[src/rtl/thermo_frame_loader.sv]
// Serial level-count to thermometer-code frame builder: nine 5-bit counts become
// nine 16-bit thermometer lanes A..I, presented under an out_valid/out_ready handshake.
module thermo_frame_loader #(
  parameter int unsigned WIDTH = 16,
  parameter int unsigned CNT_W = 5
) (
  input  logic             clk,
  input  logic             rst,
  input  logic             flush,
  input  logic             in_valid,
  output logic             in_ready,
  input  logic [CNT_W-1:0] in_count,
  output logic [WIDTH-1:0] A,
  output logic [WIDTH-1:0] B,
  output logic [WIDTH-1:0] C,
  output logic [WIDTH-1:0] D,
  output logic [WIDTH-1:0] E,
  output logic [WIDTH-1:0] F,
  output logic [WIDTH-1:0] G,
  output logic [WIDTH-1:0] H,
  output logic [WIDTH-1:0] I,
  output logic             out_valid,
  input  logic             out_ready,
  output logic             ovf
);

  localparam int unsigned      NUM_LANES = 9;
  localparam int unsigned      IDX_W     = 4;
  localparam logic [IDX_W-1:0] LAST_IDX  = IDX_W'(NUM_LANES - 1);
  localparam logic [CNT_W-1:0] MAX_CNT   = CNT_W'(WIDTH);

  typedef enum logic {
    S_FILL,
    S_HOLD
  } state_t;

  state_t           state_q, state_d;
  logic [IDX_W-1:0] idx_q, idx_d;
  logic [WIDTH-1:0] lane_q [NUM_LANES];
  logic [WIDTH-1:0] lane_d [NUM_LANES];
  logic             ovf_q, ovf_d;
  logic             out_valid_q, out_valid_d;

  logic             sat;
  logic [WIDTH:0]   pow2;
  logic [WIDTH-1:0] code;

  // Count to thermometer code; one extra bit lets count == WIDTH wrap to all ones.
  always_comb begin
    sat  = in_count > MAX_CNT;
    pow2 = (WIDTH+1)'(1) << in_count;
    code = sat ? '1 : WIDTH'(pow2 - (WIDTH+1)'(1));
  end

  // Next-state, lane write and handshake logic.
  always_comb begin
    state_d     = state_q;
    idx_d       = idx_q;
    ovf_d       = ovf_q;
    out_valid_d = out_valid_q;
    lane_d      = lane_q;
    in_ready    = 1'b0;

    case (state_q)
      S_FILL: begin
        in_ready = !flush;
        if (flush) begin
          idx_d = '0;
          ovf_d = 1'b0;
          for (int unsigned k = 0; k < NUM_LANES; k++) begin
            lane_d[k] = '0;
          end
        end else if (in_valid) begin
          for (int unsigned k = 0; k < NUM_LANES; k++) begin
            if (idx_q == IDX_W'(k)) begin
              lane_d[k] = code;
            end
          end
          ovf_d = ovf_q | sat;
          if (idx_q == LAST_IDX) begin
            idx_d       = '0;
            out_valid_d = 1'b1;
            state_d     = S_HOLD;
          end else begin
            idx_d = idx_q + IDX_W'(1);
          end
        end
      end

      S_HOLD: begin
        // Frame is frozen until consumed; a same-cycle count opens the next frame.
        in_ready = out_ready;
        if (out_ready) begin
          state_d     = S_FILL;
          out_valid_d = 1'b0;
          ovf_d       = 1'b0;
          if (in_valid) begin
            lane_d[0] = code;
            idx_d     = IDX_W'(1);
            ovf_d     = sat;
          end
        end
      end

      default: state_d = S_FILL;
    endcase
  end

  // State and datapath registers.
  always_ff @(posedge clk or posedge rst) begin
    if (rst) begin
      state_q     <= S_FILL;
      idx_q       <= '0;
      ovf_q       <= 1'b0;
      out_valid_q <= 1'b0;
      for (int unsigned k = 0; k < NUM_LANES; k++) begin
        lane_q[k] <= '0;
      end
    end else begin
      state_q     <= state_d;
      idx_q       <= idx_d;
      ovf_q       <= ovf_d;
      out_valid_q <= out_valid_d;
      for (int unsigned k = 0; k < NUM_LANES; k++) begin
        lane_q[k] <= lane_d[k];
      end
    end
  end

  assign A         = lane_q[0];
  assign B         = lane_q[1];
  assign C         = lane_q[2];
  assign D         = lane_q[3];
  assign E         = lane_q[4];
  assign F         = lane_q[5];
  assign G         = lane_q[6];
  assign H         = lane_q[7];
  assign I         = lane_q[8];
  assign out_valid = out_valid_q;
  assign ovf       = ovf_q;

endmodule
[config.mk]
export PLATFORM = sky130hd
export DESIGN_NAME = thermo_frame_loader
export DESIGN_NICKNAME = d
export VERILOG_FILES = /design/src/rtl/thermo_frame_loader.sv
export SDC_FILE = /design/constraint.sdc
export NUM_CORES = 1
export LEC_CHECK = 0
export ABC_AREA = 1
export BUFFER_PORTS_ARGS = -buffer_cell sky130_fd_sc_hd__buf_2
export CAP_MARGIN = 20
export CORE_MARGIN = 3
export CORE_UTILIZATION = 28
export DETAILED_ROUTE_END_ITERATION = 6
export HOLD_SLACK_MARGIN = 0.15
export PLACE_DENSITY = 0.47
export SETUP_SLACK_MARGIN = 0.1
export SYNTH_ARGS = -nofsm -noshare
export SYNTH_HDL_FRONTEND = slang
export SYNTH_SLANG_ARGS = --single-unit
[constraint.sdc]
create_clock -name clk -period 10.9 [get_ports clk]
set_input_delay 1.635 -clock clk [delete_from_list [all_inputs] [get_ports clk]]
set_output_delay 1.635 -clock clk [all_outputs]
set_load 0.01 [all_outputs]
==> flow_metrics.tcl <==
set metrics [dict create \
    hold_buffers 0 \
    power_density_nw_per_um2 206 \
    min_period_ns 3.95 \
    ys_ff_latch 151 \
    rows 54 \
    cts_resized 0 \
    ys_top_cells_by_area "dfrtp_1, nand2_1, o21ai_0" \
    layout_commonest_cell "nand2_1" \
    rrSetupSlack_ns 8.86 \
    status "finished, final reports clean" \
    post_synth_instance_area_sq_um 6350 \
    die_y_microns 157 \
    clockRootBuffer "clkbuf_16" \
    p_leak_nw 4.26 \
    ir_drop_v 0.0000856 \
    path_clk_slew_ns 0.06 \
    final_cells 1144 \
    cts.sinks 151 \
    p_total_mw 1.64 \
    layout_common_cells "nand2_1, buf_2, dfrtp_1" \
    timing.final.ws_setup_ns 6.95 \
    synth_ff_type "dfrtp_1" \
    track_usage_pct 16.1 \
    syn_to_final_growth_pct 25.3 \
    final_net_count 866 \
    postRouteAntennaNets 0 \
    antenna_found_initial 0 \
    cts_tree "built" \
    dp.cells 1112 \
    ys_warn_count 0 \
    maxCapViolCount 0 \
    min_period_over_period_pct 36.2 \
    first_iter_violations 307 \
    setup_viol 0 \
    cts_buffers 17 \
    slew_viol_final 0 \
    viasPerCell 4.50 \
    postCtsSetupRepairBufs 0 \
    rsz0062_at_grt "no" \
    r2r-end "E[6]" \
    regToRegStartpoint "idx_q[0]" \
    numPortBuffers 156 \
    clock_latency_ns 0.42 \
    final_util_pct 36.2 \
    antenna_cells 0 \
    min_path_cells 2 \
    ios 157 \
    timing_hold_violations_final 0 \
    routed-via-count 5147 \
    drt_wl_total_microns 19500 \
    syn-mean-instance-area_sq_um 9.09 \
    grt_pass1_vias 4972 \
    synth_top_area_share_pct 59.5 \
    dp_slack_ns 6.94 \
    crit_fanout 10 \
    detail_route.wl_per_cell_microns 17.0 \
    synth_edf_count 0 \
    clock_skew_ns 0.0105 \
    grt_max_degree 87 \
    ys_types 31 \
    grt_pass1_wl_microns 30100 \
    slew_headroom_pct 39.0 \
    yosysTopAreaCell "dfrtp_1" \
    drive_gt1_share_pct 26.7 \
    fillCellCount 2301 \
    synth_nets 714 \
    coreArea_sq_um 22000 \
    min_to "A[5]" \
    htreeDepth 4 \
    start_util_pct 28.8 \
    fmax_mhz 253 \
    die_w_microns 157 \
    gp_congestion 0.814 \
    final.setup.tns_ns 0 \
    dieArea_sq_um 24500 \
    tightest_slew_ns 0.915 \
    syn_inst 699 \
    reg2regPathDepth 8 \
    cp.required_ns 9.27 \
    endpoint_kind "output port" \
    worstPathArrival_ns 2.32 \
    crit_type "input pin to output port" \
    ys_seq_area_share_pct 59.5 \
    grt-ovfl-total 0 \
    drc 0 \
    dr.pass1.iters 4 \
    cp-start-kind "input pin" \
    async_reset_ff_share_pct 100 \
    holdCritPathClass "flip-flop to flip-flop" \
    dp_hpwl_microns 13100 \
    clock_path_buffers 2 \
    worstHoldStart "A[5]" \
]
-- area by class of cell --
cell class	count	area [sq um]	area share [%]
timing repair buffer	157	788	9.90
tap	280	350	4.40
clock inverter	12	166	2.09
multi-input combinational	477	2240	28.1
inverter	47	186	2.34
clock buffer	20	457	5.73
sequential	151	3780	47.4
-- registers in the layout (all words and copies together), names as in the netlist --
name       count
D             16
idx_q          4
B             16
H             16
F             16
E             16
A             16
ovf            1
I             16
state_q        1
out_valid      1
G             16
C             16
-- layer usage --
layer  track usage [%]  wire (microns)
met1              23.6            9740
met2              24.5            8560
met3              3.32             958
met4              4.09             212
met5                 0               0
-- power by group --
part	total, mW	leakage (nW)	switching (mW)	internal [mW]
Sequential	0.700	1.90	0.0524	0.648
Combinational	0.307	2.06	0.200	0.107
Clock	0.631	0.304	0.253	0.378
-- through the flow --
stage / hold slack (ns) / cell area (sq um)
2_1_floorplan: 0.506 / 6350
4_1_cts: 0.480 / 7960
6_report: 0.475 / 7960
3_5_place_dp: 0.460 / 7340
5_1_grt: 0.496 / 7960
3_3_place_gp: 0.460 / 7340
-- worst max-delay path, cell delays in order --
cell and delay [ns]:
buf_2 0.22, nor2_1 0.12, nor2_1 0.15, inv_1 0.05, buf_2 0.13
-- cells in the mapped netlist (4+ instances only) --
master	n
nor2_2	5
inv_1	37
dfrtp_1	151
nand2_2	9
nand2_1	255
nand2_4	6
o21ai_0	63
inv_2	9
buf_2	8
buf_1	4
nor2_4	4
nand3_1	56
o21ai_1	27
ha_1	5
nor2_1	24
buf_4	9
-- cells by family (layout without fill, tap and decap cells) --
group | Yosys count | after routing | share of synthesized area, %
AND/OR/NAND/NOR | 366 | 366 | 25.1
flip-flops | 151 | 151 | 59.5
AO/OA/AOI/OAI | 105 | 105 | 8.98
buffers and inverters | 71 | 236 | 5.32
adder cells (fa/ha/maj) | 5 | 5 | 0.985
XOR/XNOR | 1 | 1 | 0.138
-- how the worst max path moves through the flow --
stage,start,to,slack (ns),cells past startpoint
floorplan,rst,A[0],5.20,1
global placement,flush,in_ready,6.96,5
detailed placement,flush,in_ready,6.94,5
CTS,flush,in_ready,6.93,5
global route,flush,in_ready,6.84,5
finish,flush,in_ready,6.95,5
No activity file was read; power rests on OpenSTA's default activity.
